<file path="src/rtl/logic_unit_arbiter_pkg.sv">
// Shared opcodes, FSM states and arbitration helper for logic_unit_arbiter.
// Optional zero flag on the result is enabled with LOGIC_ARB_ZERO_FLAG_EN.
package logic_unit_arbiter_pkg;

    localparam logic [1:0] LOGIC_OP_AND = 2'b00;
    localparam logic [1:0] LOGIC_OP_OR  = 2'b01;
    localparam logic [1:0] LOGIC_OP_NOR = 2'b10;
    localparam logic [1:0] LOGIC_OP_INV = 2'b11;

    typedef enum logic [1:0] {
        ST_IDLE = 2'b00,
        ST_EXEC = 2'b01,
        ST_RESP = 2'b10
    } arb_state_e;

    typedef struct packed {
        logic [1:0]  opr;
        logic [31:0] a;
        logic [31:0] b;
    } op_req_t;

    // Returns 1 when requester 1 wins. A lone request always wins; the pointer
    // only breaks ties in round-robin mode.
    function automatic logic pick_req1(input logic req0, input logic req1,
                                       input logic ptr, input logic rr_mode);
        if (req0 && req1) begin
            return rr_mode ? ptr : 1'b0;
        end
        return req1;
    endfunction

endpackage

</file>
<file path="src/rtl/logic_unit_arbiter_op_unit.sv">
// logic_op_unit_32: purely combinational 32-bit AND / OR / NOR / INV unit
// with a 4:1 opcode select.
module logic_op_unit_32
    import logic_unit_arbiter_pkg::*;
(
    input  logic [1:0]  opr,
    input  logic [31:0] a,
    input  logic [31:0] b,
    output logic [31:0] y
);

    logic [31:0] and_w;
    logic [31:0] or_w;
    logic [31:0] nor_w;
    logic [31:0] inv_w;

    genvar gi;
    generate
        for (gi = 0; gi < 32; gi++) begin : g_bit
            assign and_w[gi] = a[gi] & b[gi];
            assign or_w[gi]  = a[gi] | b[gi];
            assign nor_w[gi] = ~(a[gi] | b[gi]);
            assign inv_w[gi] = ~a[gi];
        end
    endgenerate

    always_comb begin
        y = and_w;
        case (opr)
            LOGIC_OP_AND: y = and_w;
            LOGIC_OP_OR:  y = or_w;
            LOGIC_OP_NOR: y = nor_w;
            LOGIC_OP_INV: y = inv_w;
            default:      y = and_w;
        endcase
    end

endmodule

</file>
<file path="src/rtl/logic_unit_arbiter.sv">
// Two-requester arbiter in front of one shared 32-bit logic unit.
// Define LOGIC_ARB_ZERO_FLAG_EN to add the registered ZERO result flag.
module logic_unit_arbiter
    import logic_unit_arbiter_pkg::*;
#(
    parameter int ARB_MODE = 1,
    parameter int INIT_PTR = 0
)
(
    input  logic        CLK,
    input  logic        RST,
    input  logic        REQ0,
    input  logic [1:0]  OPR0,
    input  logic [31:0] A0,
    input  logic [31:0] B0,
    input  logic        REQ1,
    input  logic [1:0]  OPR1,
    input  logic [31:0] A1,
    input  logic [31:0] B1,
    output logic        GNT0,
    output logic        GNT1,
    output logic        DONE0,
    output logic        DONE1,
    output logic [31:0] RESULT,
    output logic        BUSY
`ifdef LOGIC_ARB_ZERO_FLAG_EN
    ,
    output logic        ZERO
`endif
);

    localparam logic RR_MODE = (ARB_MODE != 0);
    localparam logic PTR_RST = (INIT_PTR != 0);

    arb_state_e  state_q, state_d;
    logic        ptr_q, ptr_d;
    logic        owner_q, owner_d;
    op_req_t     op_q, op_d;
    logic        gnt0_q, gnt0_d;
    logic        gnt1_q, gnt1_d;
    logic        done0_q, done0_d;
    logic        done1_q, done1_d;
    logic        busy_q, busy_d;
    logic [31:0] result_q, result_d;
`ifdef LOGIC_ARB_ZERO_FLAG_EN
    logic        zero_q, zero_d;
`endif

    logic        win1;
    logic [31:0] unit_y;
    op_req_t     req0_op;
    op_req_t     req1_op;

    assign req0_op = '{opr: OPR0, a: A0, b: B0};
    assign req1_op = '{opr: OPR1, a: A1, b: B1};

    // The unit only ever sees latched operands, so requester-side changes
    // after the grant edge cannot disturb an operation in flight.
    logic_op_unit_32 u_op_unit (
        .opr (op_q.opr),
        .a   (op_q.a),
        .b   (op_q.b),
        .y   (unit_y)
    );

    always_comb begin
        state_d  = state_q;
        ptr_d    = ptr_q;
        owner_d  = owner_q;
        op_d     = op_q;
        gnt0_d   = gnt0_q;
        gnt1_d   = gnt1_q;
        done0_d  = 1'b0;
        done1_d  = 1'b0;
        busy_d   = busy_q;
        result_d = result_q;
`ifdef LOGIC_ARB_ZERO_FLAG_EN
        zero_d   = zero_q;
`endif
        win1     = pick_req1(REQ0, REQ1, ptr_q, RR_MODE);

        case (state_q)
            ST_IDLE: begin
                if (REQ0 || REQ1) begin
                    state_d = ST_EXEC;
                    owner_d = win1;
                    op_d    = win1 ? req1_op : req0_op;
                    gnt0_d  = !win1;
                    gnt1_d  = win1;
                    busy_d  = 1'b1;
                end
            end
            ST_EXEC: begin
                result_d = unit_y;
`ifdef LOGIC_ARB_ZERO_FLAG_EN
                zero_d   = (unit_y == 32'h0);
`endif
                done0_d  = !owner_q;
                done1_d  = owner_q;
                state_d  = ST_RESP;
            end
            ST_RESP: begin
                // Hand priority to whoever was not just served.
                ptr_d   = !owner_q;
                gnt0_d  = 1'b0;
                gnt1_d  = 1'b0;
                busy_d  = 1'b0;
                state_d = ST_IDLE;
            end
            default: begin
                gnt0_d  = 1'b0;
                gnt1_d  = 1'b0;
                busy_d  = 1'b0;
                state_d = ST_IDLE;
            end
        endcase
    end

    always_ff @(posedge CLK or negedge RST) begin
        if (!RST) begin
            state_q  <= ST_IDLE;
            ptr_q    <= PTR_RST;
            owner_q  <= 1'b0;
            op_q     <= '0;
            gnt0_q   <= 1'b0;
            gnt1_q   <= 1'b0;
            done0_q  <= 1'b0;
            done1_q  <= 1'b0;
            busy_q   <= 1'b0;
            result_q <= 32'h0;
`ifdef LOGIC_ARB_ZERO_FLAG_EN
            zero_q   <= 1'b0;
`endif
        end else begin
            state_q  <= state_d;
            ptr_q    <= ptr_d;
            owner_q  <= owner_d;
            op_q     <= op_d;
            gnt0_q   <= gnt0_d;
            gnt1_q   <= gnt1_d;
            done0_q  <= done0_d;
            done1_q  <= done1_d;
            busy_q   <= busy_d;
            result_q <= result_d;
`ifdef LOGIC_ARB_ZERO_FLAG_EN
            zero_q   <= zero_d;
`endif
        end
    end

    assign GNT0   = gnt0_q;
    assign GNT1   = gnt1_q;
    assign DONE0  = done0_q;
    assign DONE1  = done1_q;
    assign RESULT = result_q;
    assign BUSY   = busy_q;
`ifdef LOGIC_ARB_ZERO_FLAG_EN
    assign ZERO   = zero_q;
`endif

endmodule

</file>
<file path="config.mk">
export PLATFORM = sky130hd
export DESIGN_NAME = logic_unit_arbiter
export DESIGN_NICKNAME = d
export VERILOG_FILES = /design/src/rtl/logic_unit_arbiter_pkg.sv /design/src/rtl/logic_unit_arbiter_op_unit.sv /design/src/rtl/logic_unit_arbiter.sv
export SDC_FILE = /design/constraint.sdc
export NUM_CORES = 1
export LEC_CHECK = 0
export ABC_AREA = 1
export BUFFER_PORTS_ARGS = -buffer_cell sky130_fd_sc_hd__buf_2
export CAP_MARGIN = 20
export CORE_MARGIN = 4
export CORE_UTILIZATION = 30
export CTS_CLUSTER_SIZE = 25
export DETAILED_ROUTE_END_ITERATION = 7
export MAX_ROUTING_LAYER = met4
export PLACE_DENSITY_LB_ADDON = 0.3
export SLEW_MARGIN = 20
export SYNTH_ARGS = -nofsm -noshare
export SYNTH_HDL_FRONTEND = slang
export SYNTH_SLANG_ARGS = --single-unit
export TNS_END_PERCENT = 1
</file>
<file path="constraint.sdc">
create_clock -name CLK -period 2.9 [get_ports CLK]
set_input_delay 0.725 -clock CLK [delete_from_list [all_inputs] [get_ports CLK]]
set_output_delay 0.725 -clock CLK [all_outputs]
set_load 0.03 [all_outputs]
</file>
== After elaboration in Yosys (flattened, before gate mapping) ==
Index checks and enable logic that the tools add are counted.
Storage, ports and cells
  flip-flop bits (word level): 107
  word-level logic and storage cells: 170
Operators by class
  bitwise gates (word level): 129
  reduce and logical (&&, ||, !) cells: 8
  equal/unequal tests: 6
  muxes and demuxes: 15
Operators by type and width (number)
  one-hot mux 32 bit (4 select lines): 1
  2-to-1 mux 66 bit: 1
  NOT 1 bit: 65
  AND 1 bit: 32
  OR 1 bit: 32
  2-to-1 mux 1 bit: 8
  equality test 2 bit, second input constant: 3
  one-hot mux 1 bit (2 select lines): 3
  equality test 2 x 1 -> 1 bit, second input constant: 2
  zero test 2 bit: 2
  one-hot mux 2 bit (2 select lines): 1
  AND reduction 2 bit: 2
  zero test 1 bit: 2
  2-to-1 mux 2 bit: 1
  inequality test 2 bit, second input constant: 1
  logical AND 1 bit: 1
  logical OR 1 bit: 1

== Logic depth before layout (Yosys ltp) ==
Gate-level depths: netlist of the first run.
  word-level depth: 6
  depth in mapped cells: 7

== Cells and area by module ==
A second synthesis of the first run with hierarchy kept.
Second synthesis, totals
  cell total of the unflattened synthesis: 1069
  area total of the unflattened synthesis: 6668.9 µm²
Modules (own cells, without submodules)
  logic_unit_arbiter: sequential area each 2677.6 µm², area each 5291.3 µm², cells each 735, instances 1
  logic_op_unit_32: sequential area each 0.0 µm², area each 1377.6 µm², cells each 334, instances 1

== Least setup slack after synthesis of the first run ==
No wires, ideal clock.
  path type: input to register
  start point: in REQ1
  end point: reg op_q[0] (netlist bit)
  cell stages on the path: 7
  arrival time: 1521 ps
  slack: 1254 ps
  path buffers: 3
  required time: 2775 ps
  path through: buf_4 > nor2_2 > nor2_4 > buf_2 > buf_4 > nand3_1 > nand3_1
On the way
  longest elaborated chain between the ends: 4
  elaborated cells between the ends (all ways): 6
Ends and longest elaborated chain
  start, declared: line logic_unit_arbiter.sv:16  | input logic REQ1,
  logical AND 1 bit: line logic_unit_arbiter_pkg.sv:26  | if (req0 && req1) begin
  2-to-1 mux 1 bit: line logic_unit_arbiter_pkg.sv:26
  2-to-1 mux 1 bit: line logic_unit_arbiter_pkg.sv:29  | return req1;
  2-to-1 mux 66 bit: line logic_unit_arbiter.sv:87  | op_d = win1 ? req1_op : req0_op;
  end signal, assigned: line logic_unit_arbiter.sv:138  | op_q <= op_d;
  end, declared: line logic_unit_arbiter.sv:38  | op_req_t op_q, op_d;
Parallel ways exist; a longest one is shown, timed or not.
A chain may end at the register's enable or synchronous reset.

== Final worst setup path of the first run ==
  start point: reg state_q[1]
  end point: reg gnt1_q, in the netlist GNT1
On the way
  longest elaborated chain between the ends: 3
  elaborated cells between the ends (all ways): 6
Ends and longest elaborated chain
  start, declared: line logic_unit_arbiter.sv:35  | arb_state_e state_q, state_d;
  start signal, assigned: line logic_unit_arbiter.sv:135  | state_q <= state_d;
  zero test 2 bit or equality test 2 x 1 -> 1 bit (tied branches): line logic_unit_arbiter.sv:82  | case (state_q)
  inequality test 2 bit (no line) or NOT 1 bit (tied branches)
  AND reduction 2 bit (no line)
  end signal, assigned: line logic_unit_arbiter.sv:140  | gnt1_q <= gnt1_d;
  end, declared: line logic_unit_arbiter.sv:40  | logic gnt1_q, gnt1_d;
Parallel ways exist; a longest one is shown, timed or not.

==> flow_summary.yaml, run 1 <==
clocking:
  postCtsHoldBufs: 0
  cts_resized: 0
  cts.htree.levels: 3
  cts_buffer_depth: 2
  cts_made_buffers: 9
  root_buffer: "clkbuf_16"
  postCtsSetupBuffers: 0
  cts_tree: "done"
  insertion_delay_ns: 0.35
  clkTransAtPathRegs_ns: 0.07
  cts_sinks: 107
power_and_ir_drop:
  power_frac_seq_pct: 33.5
  internal_power_mw: 4.329
  netSwitchingFraction_pct: 47.65
  p_sw_mw: 3.940
  p_comb_share_pct: 51.4
  power.leakage_nw: 3.947
  clockPowerShare_pct: 15.1
  total_power_mw: 8.269
  irDropWorstVdd_v: 0.0004791
  cellPowerDensity_mw_per_mm2: 1128
yosys:
  yosys_warnings: 0
  syn_area_per_cell_um2: 7.280
  yosys.area.top_type: "dfrtp_1"
  ys_ff_latch: 107
  synth_nets: 956
  synth_top_area_share_pct: 44.85
  synth_area_mm2: 0.005969
  ys_types: 18
  ys_seq_area_share_pct: 44.85
  synth_area_leaders: "dfrtp_1, nand3_1, nand2_1"
  syn_inst: 820
route:
  drtIter0Drc: 427
  vias: 6052
  ant_nets: 0
  wirelength_um: 19390
  wl_per_cell_um: 15.84
  drc: 0
  drt_pass1_iterations: 5
  drt-vias-per-instance: 4.944
global_routing:
  grt_antenna_before_repair: 1
  grt_max_degree: 68
  first_global_vias: 6036
  grt_pass1_wl_um: 31190
  grt_usage_pct: 18.13
  grt_remaining_overflow: 0
layout:
  layout.nets: 1091
  synthToLayoutAreaGrowth_pct: 22.78
  drive_gt1_share_pct: 22.44
  utilization_pct: 37.54
  layout_common_cells: "nand2_1, nand3_1, buf_2"
  final_common_cell: "nand2_1"
  nFillCells: 2108
  finalInstanceArea_mm2: 0.007330
placed_design:
  port_buffers: 172
  gp_congestion: 0.7828
  place_ws_ns: 0.8648
  dp_hpwl_um: 12780
  placed_cell_area_mm2: 0.007042
sta:
  finalClockSkew_ns: 0.006367
  tns_ns: 0
  hold_viol: 0
  min_period_ns: 1.755
  period_share_pct: 60.53
  rsz0062_at_grt: "no"
  setup_viol: 0
  tightest_slew_ns: 0.7474
  slew_viol_final: 0
  max_freq_mhz: 569.7
  fin_ws_ns: 1.145
  relSlewSlack_pct: 50.17
worst_setup_path:
  worstPathMaxFanout: 28
  r2r_setup_slack_ns: 1.14
  path_class: "flip-flop to flip-flop"
  critPathRequiredTime_ns: 3.14
  crit_arrival_ns: 2.00
  endpoint_kind: "flip-flop"
  startpoint_type: "flip-flop"
flow_run:
  maxCapViolations: 0
run_status:
  status: "complete, no violations"
floorplanning:
  core_region_area_mm2: 0.01953
  start_util_pct: 30.57
  die-area_mm2: 0.02222
  die_w_um: 149.1
  rows: 51
  boundaryPins: 173
  fp.dieH_um: 149.1
hold_path:
  min_path_type: "input port to async pin"
[state kept, by name, indices dropped and copies added, names as in the netlist]
signal   cells
state_q      2
ptr_q        1
BUSY         1
RESULT      32
owner_q      1
GNT1         1
op_q        66
GNT0         1
DONE0        1
DONE1        1
[through the flow]
step           hold WS (ns)  instances
6_report             0.3345       1224
5_1_grt              0.3683       1224
4_1_cts              0.3453       1223
3_5_place_dp         0.4607       1209
3_3_place_gp         0.4540       1209
2_1_floorplan        0.4260        820
[logic make-up after synthesis]
family                 Yosys count  share of synthesized area [%]
flip-flops                     107                          44.85
AND/OR/NAND/NOR                571                          45.11
buffers and inverters          138                          9.620
AO/OA/AOI/OAI                    4                         0.4191
[cell usage after synthesis (all sizes together)]
library cell	n
nand2	239
nand3	197
dfrtp	107
inv	71
nand4	66
buf	38
nor2	37
nand3b	32
clkbuf	29
o21ai	2
a21oi	1
a31oi	1
[power by group through the flow]
stage          combinational [mW]  sequential [mW]  clock [mW]
6_report                     4.25             2.77        1.25
5_1_grt                      4.80             2.88        1.35
4_1_cts                      4.29             2.77        1.30
3_5_place_dp                 4.28             2.79           0
3_3_place_gp                 4.19             2.80           0
2_1_floorplan                2.76             3.08           0
[path summary, 6_finish.rpt]
| path | start | endpoint | cells past startpoint |
|---|---|---|---|
| max reg2reg | state_q[1] | GNT1 | 6 |
| min in group CLK | owner_q | DONE0 | 1 |
| min | RST | op_q[58] | 1 |
| max | state_q[1] | GNT1 | 6 |
| min reg2reg | owner_q | DONE0 | 1 |
| max in group asynchronous | RST | op_q[47] | 2 |
[layout make-up]
cell class	count	area [um2]	area share, %
timing repair buffer	191	1031	14.07
antenna	1	2.502	0.03414
clock inverter	2	38.79	0.5292
clock buffer	12	246.5	3.363
tap	265	331.6	4.524
inverter	71	266.5	3.636
sequential	107	2680	36.57
multi-input combinational	575	2733	37.28
[routing by layer]
layer	vias to the layer above	global-route usage [%]	wire length (um)
met4	0	4.805	324
met1	2836	23.29	8701
met2	211	29.12	9019
li1	2984	-	-
met3	21	4.041	1348
met5	-	-	0
[critical path: stages, from the launching register on]
cell	delay, ns
dfrtp_1	0.44
inv_2	0.08
nand2_2	0.47
buf_4	0.39
nand2_1	0.15
nand2_1	0.08
nand2_1	0.04
Note: power is estimated with default switching activity, not from simulation.
==> inputs of run 2 (changes only) <==
- ABC_AREA: 1 -> 0
- clock period: 2.9 -> 1.8 ns (I/O delays scaled with it)
==> run 2 against run 1 <==
Effect of this change:
- sequential power is 68% higher
- area after synthesis is 2.4% lower
- sequential cell count stayed put
- core utilization is 1.2 points higher
==> flow_summary.yaml, run 2 <==
run_status:
  status: "complete, no violations"
power_and_ir_drop:
  netSwitchingFraction_pct: 43.68
  power.leakage_nw: 3.159
  irDropWorstVdd_v: 0.0007267
  internal_power_mw: 7.590
  cellPowerDensity_mw_per_mm2: 1840
  clockPowerShare_pct: 14.3
  p_comb_share_pct: 51.1
  power_frac_seq_pct: 34.6
  p_sw_mw: 5.887
yosys:
  ys_types: 28
  muxShareOfSynthArea_pct: 0.1718
  synth_commonest_cells: "dfrtp_1, a221o_1, nor4b_1, nand2b_1, nor2_1"
  synth_edf_count: 0
  yosys_warnings: 0
  synth_compound_area_share_pct: 23.08
  synthSimpleGateAreaFrac_pct: 25.23
  synth_top_family_by_area: "simple AND/OR/NAND/NOR gates"
  synth_area_leaders: "dfrtp_1, a221o_1, nor4b_2"
  synth_top_area_share_pct: 45.95
  synth_xor_area_share_pct: 0
  ys_ff_latch: 107
  synth_nets: 679
  ys_seq_area_share_pct: 45.95
  async_flop_share_pct: 100.0
  syn_area_per_cell_um2: 10.73
  synth_area_mm2: 0.005827
  yosys.area.top_type: "dfrtp_1"
  syn_inst: 543
  synthAdderAreaFrac_pct: 0
  yosysMostFrequentCell: "dfrtp_1"
  ys.flop_type: "dfrtp_1"
route:
  wirelength_um: 17680
  wl_per_cell_um: 18.55
  drtIter0Drc: 220
  drt-vias-per-instance: 5.322
  ant_nets: 0
  drc: 0
  drt_pass1_iterations: 5
  vias: 5072
worst_setup_path:
  worstPathMaxFanout: 33
  startpoint_type: "flip-flop"
  r2r_cells: 4
  crit_arrival_ns: 1.78
  endpoint_kind: "flip-flop"
  critPathRequiredTime_ns: 2.02
  path_class: "flip-flop to flip-flop"
  r2r_setup_slack_ns: 0.24
sta:
  setup_viol: 0
  min_period_ns: 1.559
  slew_viol_final: 0
  tns_ns: 0
  hold_viol: 0
  relSlewSlack_pct: 62.38
  fin_ws_ns: 0.2414
  max_freq_mhz: 641.6
  tightest_slew_ns: 0.5643
  period_share_pct: 86.59
  rsz0062_at_grt: "no"
  finalClockSkew_ns: 0.007230
layout:
  largest_reg_flops: 66
  finalInstanceArea_mm2: 0.007325
  final_common_cell: "buf_2"
  layout_common_cells: "buf_2, dfrtp_1, a221o_1"
  antenna_cells: 0
  layout.nets: 824
  synthToLayoutAreaGrowth_pct: 25.70
  top_register: "op_q"
  drive_gt1_share_pct: 35.50
clocking:
  cts_tree: "done"
  cts_sinks: 107
  postCtsSetupBuffers: 0
  root_buffer: "clkbuf_16"
  cts.htree.levels: 3
  cts_made_buffers: 9
  insertion_delay_ns: 0.35
  cts_buffer_depth: 2
  clkTransAtPathRegs_ns: 0.07
placed_design:
  place_ws_ns: 0.1191
  placed_cell_area_mm2: 0.007034
  dp_hpwl_um: 12250
  gp_congestion: 0.8095
  port_buffers: 172
global_routing:
  grt_pass1_wl_um: 27760
  first_global_vias: 5282
  grt_antenna_before_repair: 0
  grt_max_degree: 46
  grt_remaining_overflow: 0
  grt_usage_pct: 16.33
floorplanning:
  die_w_um: 147.4
  start_util_pct: 30.84
  core_region_area_mm2: 0.01889
  rows: 50
  fp.dieH_um: 147.4
  boundaryPins: 173
  die-area_mm2: 0.02172
flow_run:
  maxCapViolations: 0
hold_path:
  min_path_type: "input port to flip-flop"
  hold_depth: 2
-- run 2: cell count changes in the layout (fill, tap and decap cells not counted), moves of 35 or more --
cell      previous run  this run
a221o_1              0        66
inv_1               68         4
nand2_1            236        32
nand2b_1             0        35
nand3_1            197         0
nand4_1             66         0
nor4b_1              0        37
-- run 2: power groups by stage --
stage,Clock [mW],Sequential (mW),Combinational [mW]
floorplan,0,4.92,4.57
global placement,0,4.62,6.71
detailed placement,0,4.67,6.96
CTS,2.00,4.65,6.97
global route,2.10,4.82,7.53
finish,1.93,4.66,6.88
-- run 2: path summary, 6_finish.rpt --
kind | from | end
max | state_q[1] | op_q[65]
min | B1[27] | op_q[27]
max reg2reg | state_q[1] | op_q[65]
min reg2reg | owner_q | DONE0
max in group asynchronous | RST | op_q[64]
min in group asynchronous | RST | op_q[58]
-- run 2: metrics by stage --
step           util [%]  power [mW]  hold slack [ns]  cells
2_1_floorplan         -       9.486           0.1544    543
3_3_place_gp      37.23       11.33           0.3795    936
3_5_place_dp      37.23       11.63           0.3864    936
4_1_cts           38.77       13.62           0.3097    953
5_1_grt           38.77       14.45           0.3102    953
6_report          38.77       13.48           0.3273    953
-- run 2: critical path, stage by stage (launching register included) --
cell     delay, ns
dfrtp_4       0.51
nor2_4        0.16
o21ai_4       0.09
buf_4         0.25
a221o_1       0.41
-- run 2: cell type report --
cell class | instances | area (um2)
inverters | 4 | 15.01
flip-flops and latches | 107 | 2688
clock inverters | 4 | 23.77
well taps | 260 | 325.3
clock buffers | 12 | 256.5
repair buffers | 193 | 1174
fillers | 1901 | 11570
multi-input cells | 373 | 2843
-- run 2: kinds of logic (layout without fill, tap and decap cells) --
logic type	Yosys count	count (layout)
AOI/OAI and AO/OA	168	168
muxes	1	1
DFF	107	107
and+or+nand+nor	204	204
buffers and inverters	63	213
-- run 2: what timing repair did --
| item | in CTS | in global routing |
|---|---|---|
| resized for setup | 0 | 0 |
| hold endpoints to repair | 2 | 0 |
| hold buffers | 1 | 0 |
-- run 2: routing by layer --
layer / global-route usage, % / up-vias / wire length [um]
li1: - / 2376 / -
met1: 20.37 / 2520 / 7846
met2: 26.94 / 157 / 8655
met3: 2.992 / 19 / 917
met4: 5.266 / 0 / 260
met5: - / - / 0
==> inputs of run 3 (changes only) <==
- BUFFER_PORTS_ARGS: -buffer_cell sky130_fd_sc_hd__buf_2 -> not set
- DONT_BUFFER_PORTS: not set -> 1
==> run 3 against run 2 <==
Effect of this change:
- the flow now finishes with violations (hold timing)
- combinational power decreased by 18%
- clock-buffer cell count decreased by 3
- register-to-register slack better by 0.07 ns
- cell area fell by 12%
- sequential share of layout area up 5.2 points
- setup slack better by 0.069 ns
- via count is 14% lower
==> flow_summary.yaml, run 3 (synthesized netlist as in run 2, its figures left out) <==
layout:
  drive_gt1_share_pct: 13.59
  finalInstanceArea_mm2: 0.006410
  utilization_pct: 33.93
  nFillCells: 1912
  synthToLayoutAreaGrowth_pct: 10.01
  layout.nets: 646
  fin_cells: 777
  layout_common_cells: "dfrtp_1, a221o_1, nor4b_1"
  final_common_cell: "dfrtp_1"
  top_register: "op_q"
  largest_reg_flops: 66
sta:
  slew_viol_final: 0
  finalClockSkew_ns: 0.01314
  hold_viol: 107
  max_freq_mhz: 671.1
  fin_ws_ns: 0.3100
  period_share_pct: 82.78
  relSlewSlack_pct: 70.57
  setup_viol: 0
  min_period_ns: 1.490
  rsz0062_at_grt: "no"
  hold_slack_ns: -0.2200
  tightest_slew_ns: 0.4415
  tns_ns: 0
run_status:
  status: "finished, violations left"
  violations: "hold timing"
route:
  drt-vias-per-instance: 5.634
  drtIter0Drc: 212
  wl_per_cell_um: 21.08
  vias: 4378
  drc: 0
  drt_pass1_iterations: 4
  ant_nets: 0
  wirelength_um: 16380
worst_setup_path:
  startpoint_type: "flip-flop"
  path_class: "flip-flop to flip-flop"
  reg2reg_from: "state_q[1]"
  crit_arrival_ns: 1.78
  crit_start: "state_q[1]"
  r2r_cells: 3
  worstPathMaxFanout: 20
  critPathRequiredTime_ns: 2.09
  endpoint_kind: "flip-flop"
flow_run:
  maxCapViolations: 0
placed_design:
  place_inst: 759
  port_buffers: 0
  dp_hpwl_um: 11010
  gp_congestion: 0.7672
  placed_cell_area_mm2: 0.006096
  place_ws_ns: 0.2829
clocking:
  cts.htree.levels: 3
  cts_sinks: 107
  cts_made_buffers: 9
  clkTransAtPathRegs_ns: 0.08
  cts_buffer_depth: 2
  cts_tree: "done"
  cts_resized: 0
  insertion_delay_ns: 0.35
  root_buffer: "clkbuf_16"
power_and_ir_drop:
  power.leakage_nw: 2.418
  total_power_mw: 13.06
  irDropWorstVdd_v: 0.0007055
  cellPowerDensity_mw_per_mm2: 2037
global_routing:
  grt_remaining_overflow: 0
  grt_antenna_before_repair: 2
  grt_pass1_wl_um: 25950
  grt_usage_pct: 15.45
  grt_max_degree: 108
  first_global_vias: 4531
hold_path:
  min_path_type: "input port to async pin"
floorplanning:
  rows: 50
  die-area_mm2: 0.02172
  boundaryPins: 173
  fp.dieH_um: 147.4
  start_util_pct: 30.84
  die_w_um: 147.4
  core_region_area_mm2: 0.01889
[run 3: final timing paths]
kind	to	slack [ns]
worst min-delay path	op_q[59]	-0.22
max in group asynchronous	RESULT[3]	1.86
worst max register to register	RESULT[15]	0.31
worst min register to register	DONE0	0.52
worst max-delay path	RESULT[15]	0.31
min in group CLK	op_q[43]	0.23
[run 3: critical path, stage by stage, from the launching register on]
cell      delay [ns]
dfrtp_4         0.51
nand2b_2        0.38
nor4b_1         0.39
a211o_1         0.14
[run 3: timing repair]
action                                  4_1_cts  5_1_grt
setup buffers                                 0        0
endpoints found under the setup margin        0        0
endpoints found under the hold margin       107      107
[run 3: power breakdown]
part | total (mW) | switching (mW) | internal [mW]
sequential | 5.37 | 1.82 | 3.55
combinational | 5.61 | 2.96 | 2.65
clock | 2.07 | 0.968 | 1.11
total | 13.1 | 5.75 | 7.30
[run 3: layer usage]
layer | vias up | global-route usage (%) | wire length [um]
li1 | 2023 | - | -
met1 | 2206 | 18.21 | 6764
met2 | 140 | 25.48 | 8186
met3 | 9 | 6.292 | 1324
met4 | 0 | 2.330 | 101
met5 | - | - | 0
[run 3: cell type report]
cell class | instances | area (um2) | area share, %
inverters | 4 | 15.01 | 0.2342
clock inverters | 7 | 83.83 | 1.308
repair buffers | 15 | 225.2 | 3.514
diodes | 2 | 5.005 | 0.07808
clock buffers | 9 | 225.2 | 3.514
well taps | 260 | 325.3 | 5.075
multi-input cells | 373 | 2843 | 44.35
flip-flops and latches | 107 | 2688 | 41.93
